===== config.mk =====
export PLATFORM = sky130hd
export DESIGN_NAME = uart_rx_hub
export DESIGN_NICKNAME = d
export VERILOG_FILES = /design/src/rtl/uart_rx_hub.sv
export SDC_FILE = /design/constraint.sdc
export NUM_CORES = 1
export LEC_CHECK = 0
export CORE_MARGIN = 3
export CORE_UTILIZATION = 45
export CTS_CLUSTER_SIZE = 12
export DETAILED_ROUTE_END_ITERATION = 12
export SLEW_MARGIN = 20
export SYNTH_ARGS = -nofsm -noshare
export SYNTH_HDL_FRONTEND = slang
export SYNTH_SLANG_ARGS = --single-unit

===== constraint.sdc =====
create_clock -name clk -period 3.3 [get_ports clk]
set_clock_uncertainty 0.1 [all_clocks]
set_input_delay 0.99 -clock clk [delete_from_list [all_inputs] [get_ports clk]]
set_output_delay 0.99 -clock clk [all_outputs]
set_load 0.01 [all_outputs]

===== src/rtl/uart_rx_hub.sv =====
// -----------------------------------------------------------------------------
// uart_rx_hub
//   Multi-channel UART receive concentrator. Every serial input has its own
//   16x-oversampled receiver and byte FIFO; a round-robin arbiter merges all
//   FIFOs onto one valid/ready byte stream tagged with the source channel.
//
// Ports
//   clk        system clock
//   rst_n      synchronous active-low reset
//   rxd        asynchronous serial inputs, one per channel, idle high
//   out_valid  output byte available
//   out_ready  consumer accepts the byte
//   out_data   received byte
//   out_ch     source channel of out_data (zero-extended index)
//   frame_err  one-cycle pulse per framing error, per channel
//   overflow   sticky per-channel flag: a byte was dropped on a full FIFO
//   ovf_clear  clears the matching overflow bit (a coincident set wins)
// -----------------------------------------------------------------------------
module uart_rx_hub #(
    parameter int NUM_CH     = 2,
    parameter int CLK_HZ     = 50_000_000,
    parameter int BAUD       = 115200,
    parameter int FIFO_DEPTH = 16,
    parameter int CH_W       = (NUM_CH > 1) ? $clog2(NUM_CH) : 1
) (
    input  logic              clk,
    input  logic              rst_n,
    input  logic [NUM_CH-1:0] rxd,
    output logic              out_valid,
    input  logic              out_ready,
    output logic [7:0]        out_data,
    output logic [CH_W-1:0]   out_ch,
    output logic [NUM_CH-1:0] frame_err,
    output logic [NUM_CH-1:0] overflow,
    input  logic [NUM_CH-1:0] ovf_clear
);

    // ------------------------------------------------------------------
    // Derived constants
    // ------------------------------------------------------------------
    localparam int          DIV_RAW = CLK_HZ / (BAUD * 16);
    localparam int          DIV     = (DIV_RAW < 1) ? 1 : DIV_RAW;
    localparam int          DIV_W   = (DIV > 1) ? $clog2(DIV) : 1;
    localparam int          AW      = $clog2(FIFO_DEPTH);
    localparam int          CW      = AW + 1;
    localparam int unsigned NCH     = NUM_CH;

    typedef enum logic [2:0] {
        RX_IDLE,
        RX_START,
        RX_DATA,
        RX_STOP,
        RX_WAIT_IDLE
    } rx_state_e;

    // ------------------------------------------------------------------
    // Shared 16x oversampling tick
    // ------------------------------------------------------------------
    logic [DIV_W-1:0] div_q, div_d;
    logic             tick;

    always_comb begin
        tick  = (div_q == DIV_W'(DIV - 1));
        div_d = tick ? '0 : div_q + DIV_W'(1);
    end

    always_ff @(posedge clk) begin
        if (!rst_n) begin
            div_q <= '0;
        end else begin
            div_q <= div_d;
        end
    end

    // ------------------------------------------------------------------
    // Two-flop synchronisers; reset to the idle line level
    // ------------------------------------------------------------------
    logic [NUM_CH-1:0] sync1_q, sync2_q;

    always_ff @(posedge clk) begin
        if (!rst_n) begin
            sync1_q <= '1;
            sync2_q <= '1;
        end else begin
            sync1_q <= rxd;
            sync2_q <= sync1_q;
        end
    end

    // ------------------------------------------------------------------
    // Cross-channel signals between the per-channel blocks and the arbiter
    // ------------------------------------------------------------------
    logic [NUM_CH-1:0] nonempty;
    logic [NUM_CH-1:0] pop;
    logic [7:0]        head [NUM_CH];

    // ------------------------------------------------------------------
    // Per-channel receiver and FIFO
    // ------------------------------------------------------------------
    for (genvar g = 0; g < NUM_CH; g++) begin : gen_ch
        rx_state_e        st_q, st_d;
        logic [3:0]       scnt_q, scnt_d;
        logic [2:0]       bit_q, bit_d;
        logic [7:0]       sh_q, sh_d;
        logic             fe_q, fe_d;
        logic             push;

        logic [7:0]       mem_q [FIFO_DEPTH];
        logic [AW-1:0]    wr_q, wr_d;
        logic [AW-1:0]    rd_q, rd_d;
        logic [CW-1:0]    cnt_q, cnt_d;
        logic             ovf_q, ovf_d;
        logic             full;
        logic             wr_en;
        logic             rd_en;

        // Receiver next-state logic. The start midpoint is at count 7; every
        // later sample is 16 ticks further on, so data and stop bits are
        // taken when the counter wraps from 15.
        always_comb begin
            st_d   = st_q;
            scnt_d = scnt_q;
            bit_d  = bit_q;
            sh_d   = sh_q;
            fe_d   = 1'b0;
            push   = 1'b0;
            unique case (st_q)
                RX_IDLE: begin
                    if (!sync2_q[g]) begin
                        scnt_d = '0;
                        st_d   = RX_START;
                    end
                end
                RX_START: begin
                    if (tick) begin
                        if (scnt_q == 4'd7) begin
                            scnt_d = '0;
                            if (!sync2_q[g]) begin
                                bit_d = '0;
                                st_d  = RX_DATA;
                            end else begin
                                st_d  = RX_IDLE;
                            end
                        end else begin
                            scnt_d = scnt_q + 4'd1;
                        end
                    end
                end
                RX_DATA: begin
                    if (tick) begin
                        if (scnt_q == 4'd15) begin
                            scnt_d = '0;
                            sh_d   = {sync2_q[g], sh_q[7:1]};
                            if (bit_q == 3'd7) begin
                                st_d = RX_STOP;
                            end else begin
                                bit_d = bit_q + 3'd1;
                            end
                        end else begin
                            scnt_d = scnt_q + 4'd1;
                        end
                    end
                end
                RX_STOP: begin
                    if (tick) begin
                        if (scnt_q == 4'd15) begin
                            scnt_d = '0;
                            if (sync2_q[g]) begin
                                push = 1'b1;
                                st_d = RX_IDLE;
                            end else begin
                                fe_d = 1'b1;
                                st_d = RX_WAIT_IDLE;
                            end
                        end else begin
                            scnt_d = scnt_q + 4'd1;
                        end
                    end
                end
                RX_WAIT_IDLE: begin
                    if (sync2_q[g]) begin
                        st_d = RX_IDLE;
                    end
                end
                default: begin
                    st_d = RX_IDLE;
                end
            endcase
        end

        always_ff @(posedge clk) begin
            if (!rst_n) begin
                st_q   <= RX_IDLE;
                scnt_q <= '0;
                bit_q  <= '0;
                sh_q   <= '0;
                fe_q   <= 1'b0;
            end else begin
                st_q   <= st_d;
                scnt_q <= scnt_d;
                bit_q  <= bit_d;
                sh_q   <= sh_d;
                fe_q   <= fe_d;
            end
        end

        // FIFO: a pop in the same cycle frees a slot, so a push into a full
        // FIFO only drops the byte when nothing is popped.
        always_comb begin
            full  = (cnt_q == CW'(FIFO_DEPTH));
            wr_en = push & (~full | pop[g]);
            rd_en = pop[g];
            wr_d  = wr_en ? wr_q + AW'(1) : wr_q;
            rd_d  = rd_en ? rd_q + AW'(1) : rd_q;
            cnt_d = cnt_q;
            unique case ({wr_en, rd_en})
                2'b10:   cnt_d = cnt_q + CW'(1);
                2'b01:   cnt_d = cnt_q - CW'(1);
                default: cnt_d = cnt_q;
            endcase
            ovf_d = (ovf_q & ~ovf_clear[g]) | (push & full & ~pop[g]);
        end

        always_ff @(posedge clk) begin
            if (!rst_n) begin
                wr_q  <= '0;
                rd_q  <= '0;
                cnt_q <= '0;
                ovf_q <= 1'b0;
            end else begin
                wr_q  <= wr_d;
                rd_q  <= rd_d;
                cnt_q <= cnt_d;
                ovf_q <= ovf_d;
            end
        end

        // Storage needs no reset: the pointers and count define validity.
        always_ff @(posedge clk) begin
            if (wr_en) begin
                mem_q[wr_q] <= sh_q;
            end
        end

        assign nonempty[g]  = (cnt_q != '0);
        assign head[g]      = mem_q[rd_q];
        assign frame_err[g] = fe_q;
        assign overflow[g]  = ovf_q;
    end

    // ------------------------------------------------------------------
    // Round-robin arbiter and output register
    // ------------------------------------------------------------------
    logic            valid_q, valid_d;
    logic [7:0]      data_q, data_d;
    logic [CH_W-1:0] ch_q, ch_d;
    logic [CH_W-1:0] ptr_q, ptr_d;
    logic            load;
    logic            found;
    logic [CH_W-1:0] gnt;

    always_comb begin
        int unsigned cand;
        cand  = 0;
        found = 1'b0;
        gnt   = '0;
        // Scan pointer+1 .. pointer+NUM_CH, wrapping; the pointer itself is
        // visited last so the previous winner has lowest priority.
        for (int unsigned i = 1; i <= NCH; i++) begin
            cand = 32'(ptr_q) + i;
            if (cand >= NCH) begin
                cand = cand - NCH;
            end
            if (!found && nonempty[CH_W'(cand)]) begin
                found = 1'b1;
                gnt   = CH_W'(cand);
            end
        end
    end

    always_comb begin
        load    = ~valid_q | out_ready;
        valid_d = valid_q;
        data_d  = data_q;
        ch_d    = ch_q;
        ptr_d   = ptr_q;
        pop     = '0;
        if (load) begin
            valid_d = found;
            if (found) begin
                data_d   = head[gnt];
                ch_d     = gnt;
                ptr_d    = gnt;
                pop[gnt] = 1'b1;
            end
        end
    end

    always_ff @(posedge clk) begin
        if (!rst_n) begin
            valid_q <= 1'b0;
            data_q  <= '0;
            ch_q    <= '0;
            ptr_q   <= CH_W'(NUM_CH - 1);
        end else begin
            valid_q <= valid_d;
            data_q  <= data_d;
            ch_q    <= ch_d;
            ptr_q   <= ptr_d;
        end
    end

    assign out_valid = valid_q;
    assign out_data  = data_q;
    assign out_ch    = ch_q;

endmodule

==> results of run 1 <==
[timing repair]
item,in CTS,in global routing
gates resized for setup,0,2
hold endpoints to repair,0,0
endpoints found under the setup margin,0,1
[layer usage]
metal	vias to the layer above	track usage, %	part of all wire, %
met5	-	0	0
met2	157	26.62	45
li1	3827	-	-
met1	4037	25.83	48
met4	0	4.562	2.0
met3	46	2.867	4.5
[power by group through the flow]
| stage | logic, mW | clock network (mW) | registers [mW] |
|---|---|---|---|
| after global placement | 1.77 | 0 | 5.03 |
| after floorplan | 1.18 | 0 | 5.01 |
| after global routing | 1.95 | 4.33 | 4.95 |
| after CTS | 1.78 | 4.15 | 4.94 |
| after detailed placement | 1.78 | 0 | 5.03 |
| final | 1.76 | 4.05 | 4.94 |
[cells in the final DEF, fill, tap and decap left out, types with 7 or more instances in the layout]
cell type        instances
nor2b_1                  7
nor2_1                  91
nand3_1                 25
inv_1                   22
buf_4                   67
clkbuf_16               38
nor3_1                  18
a22oi_1                  9
edfxtp_1               256
ha_1                    22
clkbuf_1                18
xnor2_1                 12
a21oi_1                 33
mux2i_1                 55
mux4_2                  62
o21ai_0                 18
clkdlybuf4s50_1         20
nand2b_1                19
dfxtp_1                 92
nand2_1                 52
[critical path: cells and delay by family, from the launching register on]
family | cells | cell delay [ps]
buf+inv | 2 | 120
compound gates | 3 | 600
fa+ha+maj | 2 | 490
flops | 1 | 330
simple gates | 6 | 1330
[cell type report]
type,instances,area share [%]
inverter,25,0.5622
antenna,1,0.01499
timing repair buffer,89,4.452
sequential,350,57.34
tap,402,3.013
clock buffer,61,6.514
multi-input combinational,534,27.43
clock inverter,8,0.6746
[kinds of logic (layout without fill, tap and decap cells)]
| family | count (synthesis) | after routing |
|---|---|---|
| flip-flops | 350 | 350 |
| AND/OR/NAND/NOR | 258 | 258 |
| multiplexers | 123 | 123 |
| AO/OA/AOI/OAI | 111 | 111 |
| buffers and inverters | 78 | 183 |
| adder cells (fa/ha/maj) | 26 | 26 |
| XOR/XNOR | 16 | 16 |
| other | 0 | 1 |
[registers in the layout, summed over array words and instances (netlist names), 5 cells and up, named ones only]
signal,cells
out_data,8
gen_ch.mem_q,256
gen_ch.st_q,6
gen_ch.bit_q,6
gen_ch.rd_q,8
gen_ch.scnt_q,8
div_q,5
gen_ch.sh_q,16
gen_ch.cnt_q,10
gen_ch.wr_q,8
[cell usage after synthesis (3+ instances only)]
cell and count:
a211oi_1 5, a21o_1 5, a21oi_1 33, a22oi_1 9, a31oi_1 6, and2_1 3, and3_1 4, buf_1 7
buf_2 16, buf_4 5, clkbuf_1 25, dfxtp_1 94, edfxtp_1 256, ha_1 24, inv_1 22, mux2_2 6
mux2i_1 55, mux4_2 62, nand2_1 52, nand2b_1 19, nand3_1 25, nand3b_1 5, nor2_1 91, nor2b_1 7
nor3_1 18, nor3b_1 3, nor4_1 3, nor4_4 3, nor4b_1 4, o211ai_1 5, o21ai_0 18, o31a_1 3
o31ai_1 3, or4_1 4, xnor2_1 12, xor2_1 4
[stage by stage]
step / setup WS [ps] / util, %
finish: 231.5 / 52.76
detailed placement: -55.64 / 48.95
floorplan: 139.2 / -
global route: 12.99 / 52.75
CTS: 207.0 / 52.74
global placement: 13.29 / 48.95
[worst max-delay path by stage]
stage	startpoint	end	slack (ps)	depth (start not counted)
floorplan	out_ready	gen_ch[1].cnt_q[4]	140	11
CTS	div_q[0]	gen_ch[0].cnt_q[4]	210	13
detailed placement	out_ready	gen_ch[0].cnt_q[4]	-60	12
finish	div_q[0]	gen_ch[0].cnt_q[4]	230	13
global placement	out_ready	gen_ch[1].cnt_q[4]	10	11
global route	div_q[0]	gen_ch[0].cnt_q[4]	10	13
==> qor.csv, run 1 <==
stage,metric,value,unit
worst_setup_path,rr_worst_depth,13,
power,power_leakage,5.681,nW
power,finalPower,10.75,mW
place,dp_hpwl,18870,um
global_routing,grt_pass1_vias,8129,
sta,worstMarginPinSlew,776.8,ps
logic_synthesis,synth_area_leader_cell,edfxtp_1,
logic_synthesis,syn_inst,962,
worst_setup_path,r2r_start,div_q[0],
sta,slew_headroom,48.14,%
power,pwr-share-comb,16.4,%
cells_and_area,drive_above_1_share,19.96,%
worst_setup_path,slowest_delay,570,ps
cells_and_area,nFillCells,2590,
global_routing,antenna_found_initial,1,
power,p_int,8.057,mW
worst_hold_path,min_to,sync2_q[1],
worst_setup_path,cp-start-kind,flop,
worst_setup_path,cp.required,3610,ps
worst_setup_path,critPathKind,flop to flop,
worst_setup_path,crit_path_max_fanout,4,
die,die_x,185.3,um
run,drv_cap,0,
worst_setup_path,r2r_setup_slack,230,ps
power,power_density,643.9,nW/um2
logic_synthesis,synth_fa_ha_area_share,2.351,%
logic_synthesis,yosys-top-cells-area,"edfxtp_1 (53%), dfxtp_1 (13%), mux4_2 (9.6%)",
logic_synthesis,avgSynthCellArea,15.05,um2
sta,holdWs,305.6,ps
logic_synthesis,syn-num-nets,995,
worst_hold_path,hold_path_depth,1,
sta,rsz0062_at_grt,no,
sta,setup_tns,0,ps
clock_tree,worstSkewPairLatency,520,ps
clock_tree,cts_max_level,2,
global_routing,grt_max_degree,37,
logic_synthesis,muxShareOfSynthArea,13.92,%
power,ir_drop,0.4590,mV
clock_tree,cts-buffers-inserted,38,
logic_synthesis,synthXorXnorAreaFrac,0.9682,%
die,die_y,185.3,um
cells_and_area,seq_area,9572,um2
sta,report.final.slew_viol_count,0,
logic_synthesis,yosys_warnings,0,
logic_synthesis,async_flop_share,0,%
detailed_routing,num_vias,8067,
sta,hold_viol,0,
worst_hold_path,min_from,sync1_q[1],
detailed_routing,drt_pass1_iterations,5,
clock_tree,cts_tree,built,
die,core_area,31640,um2
global_routing,grt_pass1_wl,46120,um
sta,maxClockFrequency,325.9,MHz
detailed_routing,viasPerCell,5.488,
die,initial_core_util,45.75,%
logic_synthesis,netlist_area,14470,um2
logic_synthesis,yosys_most_used_dff,edfxtp_1,
cells_and_area,stdcell_count,1470,
run_status,status,"complete, no violations",
clock_tree,cts_buffer_depth,3,
cells_and_area,stdcell_area,16690,um2
detailed_routing,drcViolationCount,0,
die,rows,65,
worst_setup_path,reg2reg_to,gen_ch[0].cnt_q[4],
place,place_inst,1400,
sta,fin_crit_sh,92.98,%
detailed_routing,totalWireLength,28710,um
cells_and_area,nets,1071,
detailed_routing,ant_nets,0,
detailed_routing,wl_per_cell,19.53,um
sta,finalCriticalPeriod,3068,ps
worst_setup_path,crit_chain,inv_1 -> ha_2 -> nand4b_4 -> or4_4 -> or2_4 -> nand2_2 -> inv_2 -> ha_1 -> nor2b_1 -> o21ai_0 -> nand2b_1 -> a41o_1 -> a211oi_1,
cells_and_area,areaGrowthSynthToFinish,15.33,%
clock_tree,cts_hold_buf,0,
clock_tree,post_cts_buffers,0,
logic_synthesis,ys_types,70,
logic_synthesis,synth_seq_cells,350,
logic_synthesis,synth_edf_count,256,
worst_setup_path,end_kind,flop,
die,ios,21,
power,netSwitchingFraction,25.04,%
global_routing,gr-usage-all-layers,17.30,%
clock_tree,cts_sinks,350,
worst_setup_path,crit_slowest_cell,or4_4,
detailed_routing,drtIter0Drc,578,
logic_synthesis,yosys.area_share.simple,9.198,%
power,p_sw,2.691,mW
power,sequentialPowerShare,46.0,%
clock_tree,clk_pin_slew,60,ps
logic_synthesis,synth_top_area_share,53.11,%
worst_setup_path,worstPathArrival,3380,ps
sta,finalSetupViolCount,0,
place,placed_area,15480,um2
place,gp_congestion,0.7767,
place,portBuffers,20,
worst_hold_path,hp-class,flop to flop,
cells_and_area,multi_input_area,4578,um2
die,die_area,34350,um2
power,p_clk_share,37.6,%
logic_synthesis,synth_compound_area_share,5.161,%
logic_synthesis,synth_top_family_by_area,multiplexers,
clock_tree,cts_root_buf,clkbuf_16,
global_routing,overflow,0,
logic_synthesis,synth_seq_area_share,66.11,%
Note: power is estimated with default switching activity, not from simulation.
==> inputs of run 2 (changes only) <==
--- a/config.mk
+++ b/config.mk
@@ -5,7 +5,7 @@
 export SDC_FILE = /design/constraint.sdc
 export NUM_CORES = 1
 export LEC_CHECK = 0
-export CORE_MARGIN = 3
+export CORE_MARGIN = 4
 export CORE_UTILIZATION = 45
 export CTS_CLUSTER_SIZE = 12
 export DETAILED_ROUTE_END_ITERATION = 12
==> qor.csv, run 2 (synthesis results as in run 1) <==
stage,metric,value,unit,change
run_status,status,"complete, no violations",,
clock_tree,clk_pin_slew,60,ps,about the same
sta,finalCriticalPeriod,3067,ps,-1.381 ps
clock_tree,cts_max_level,2,,unchanged
power,p_clk_share,37.6,%,about the same
detailed_routing,drcViolationCount,0,,unchanged
global_routing,grt_pass1_wl,47270,um,+2.5%
power,netSwitchingFraction,25.39,%,+0.35 points
detailed_routing,wl_per_cell,19.97,um,+2.3%
power,p_int,8.028,mW,-0.36%
worst_setup_path,crit_slowest_cell,or4_4,,
cells_and_area,top_register,gen_ch.mem_q,,
run,drv_cap,0,,unchanged
cells_and_area,nFillCells,2565,,-0.97%
worst_hold_path,min_from,sync1_q[0],,
place,gp_congestion,0.7829,,+0.80%
worst_setup_path,worstPathArrival,3400,ps,+20 ps
clock_tree,cts_sinks,350,,unchanged
sta,slew_headroom,44.81,%,-3.3 points
worst_setup_path,cp-start-kind,flop,,
worst_setup_path,r2r_start,gen_ch[0].scnt_q[0],,
cells_and_area,seq_area,9572,um2,unchanged
cells_and_area,n_antenna_cell,0,,-1
sta,rsz0062_at_grt,no,,
cells_and_area,drive_above_1_share,19.49,%,-0.47 points
worst_setup_path,slowest_delay,500,ps,-70 ps
die,initial_core_util,45.75,%,unchanged
die,ios,21,,unchanged
die,rows,65,,unchanged
worst_hold_path,hold_path_depth,1,,unchanged
worst_setup_path,crit_chain,ha_1 -> nand3_1 -> or4_4 -> or2_4 -> nand2_2 -> inv_2 -> ha_1 -> nor2b_1 -> o21ai_0 -> nand2b_1 -> a41o_1 -> a211oi_1,,
power,p_sw,2.731,mW,+1.5%
die,die_y,187.3,um,+1.1%
cells_and_area,areaGrowthSynthToFinish,14.96,%,
cells_and_area,nets,1066,,-0.47%
detailed_routing,drtIter0Drc,610,,+5.5%
power,pwr-share-comb,16.4,%,about the same
clock_tree,cts_root_buf,clkbuf_16,,
power,power_density,646.6,nW/um2,+0.43%
global_routing,grt_max_degree,39,,+5.4%
worst_hold_path,hp-class,flop to flop,,
sta,worst_slack,232.9,ps,+1.381 ps
power,power_leakage,5.655,nW,-0.45%
clock_tree,post_cts_resized,0,,unchanged
worst_setup_path,path_delay_family,simple AND/OR/NAND/NOR gates,,
die,die_area,35100,um2,+2.2%
worst_setup_path,cp_num_buf_inv,1,,-1
sta,setup_tns,0,ps,unchanged
worst_setup_path,end_kind,flop,,
clock_tree,post_cts_buffers,0,,unchanged
clock_tree,cts-buffers-inserted,38,,unchanged
place,portBuffers,20,,unchanged
detailed_routing,num_vias,8048,,-0.24%
worst_setup_path,worst_path_most_repeated_cell,ha_1,,
sta,worstMarginPinSlew,821.7,ps,+44.85 ps
die,core_area,31640,um2,unchanged
sta,maxClockFrequency,326.0,MHz,about the same
global_routing,gr-usage-all-layers,16.96,%,-0.34 points
sta,fin_crit_sh,92.94,%,about the same
cells_and_area,multi_input_area,4573,um2,-0.11%
clock_tree,cts_hold_buf,0,,unchanged
worst_setup_path,crit_path_max_fanout,5,,+1
power,finalPower,10.76,mW,+0.11%
global_routing,antenna_found_initial,0,,-1
detailed_routing,drt_pass1_iterations,5,,unchanged
worst_setup_path,r2r_setup_slack,230,ps,about the same
global_routing,overflow,0,,unchanged
global_routing,grt_pass1_vias,8233,,+1.3%
detailed_routing,ant_nets,0,,unchanged
cells_and_area,stdcell_area,16640,um2,-0.32%
place,placed_area,15450,um2,-0.24%
detailed_routing,totalWireLength,29230,um,+1.8%
place,dp_slack,-51.90,ps,+3.734 ps
cells_and_area,reg_top3,"gen_ch.mem_q x256, gen_ch.sh_q x16, gen_ch.cnt_q x10",,
power,ir_drop,0.3836,mV,-16%
worst_setup_path,critPathKind,flop to flop,,
sta,holdWs,301.5,ps,-4.041 ps
worst_hold_path,min_to,sync2_q[0],,
power,sequentialPowerShare,46.0,%,about the same
clock_tree,cts_buffer_depth,3,,unchanged
worst_setup_path,rr_worst_depth,12,,-1
clock_tree,cts_tree,built,,
worst_setup_path,reg2reg_to,gen_ch[0].cnt_q[4],,
die,die_x,187.3,um,+1.1%
sta,report.final.slew_viol_count,0,,unchanged
clock_tree,worstSkewPairLatency,520,ps,about the same
worst_setup_path,cp.required,3630,ps,+20 ps
place,dp_hpwl,18860,um,about the same
cells_and_area,largest_reg_flops,256,,unchanged
cells_and_area,final_cell_mix,"edfxtp_1 (256), dfxtp_1 (92), nor2_1 (91), mux4_2 (62), buf_4 (62)",,
sta,finalSetupViolCount,0,,unchanged
cells_and_area,final_common_cell,edfxtp_1,,
detailed_routing,viasPerCell,5.497,,+0.17%
sta,hold_viol,0,,unchanged
run 2: cell types whose count changed in the layout (fill, tap and decap cells not counted):
cell        previous run  this run
diode_2                1         0
clkinv_4               1         0
buf_4                 67        62
ha_2                   2         0
clkinv_1               1         2
clkbuf_8               5         4
clkinv_2               2         4
clkinvlp_4             0         1
clkbuf_1              18        16
ha_1                  22        24
run 2: final cells by class:
| cell class | instances | share of cell area (%) |
|---|---|---|
| inverters | 25 | 0.5640 |
| clock buffers | 58 | 6.407 |
| flip-flops and latches | 350 | 57.53 |
| clock inverters | 11 | 0.7520 |
| well taps | 402 | 3.023 |
| repair buffers | 84 | 4.241 |
| multi-input cells | 534 | 27.49 |
run 2: metrics by stage:
stage                     instances  utilization (%)
after floorplan                 962                -
after global placement         1395            48.83
after detailed placement       1395            48.83
after CTS                      1464            52.59
after global routing           1464            52.59
final                          1464            52.59
run 2: power by group through the flow:
stage | logic (mW) | registers (mW) | clock network, mW
floorplan | 1.18 | 5.01 | 0
global placement | 1.76 | 5.04 | 0
detailed placement | 1.77 | 5.04 | 0
CTS | 1.78 | 4.95 | 4.14
global route | 1.95 | 4.97 | 4.34
finish | 1.76 | 4.95 | 4.05
run 2: worst max path at each step:
stage                        start            endpoint  slack [ps]  cells past startpoint
2_1_floorplan            out_ready  gen_ch[1].cnt_q[4]         140                     11
3_3_place_gp             out_ready  gen_ch[1].cnt_q[4]          10                     11
3_5_place_dp             out_ready  gen_ch[0].cnt_q[4]         -50                     12
4_1_cts                   div_q[0]  gen_ch[0].cnt_q[4]         220                     13
5_1_grt        gen_ch[0].scnt_q[0]  gen_ch[0].cnt_q[4]          20                     12
6_report       gen_ch[0].scnt_q[0]  gen_ch[0].cnt_q[4]         230                     12
run 2: per-layer routing:
layer	wire, um	vias up	track usage, %
met5	0	-	0
met2	13450	158	26.36
li1	-	3804	-
met4	435	0	3.612
met3	1249	39	2.426
met1	14100	4047	25.73
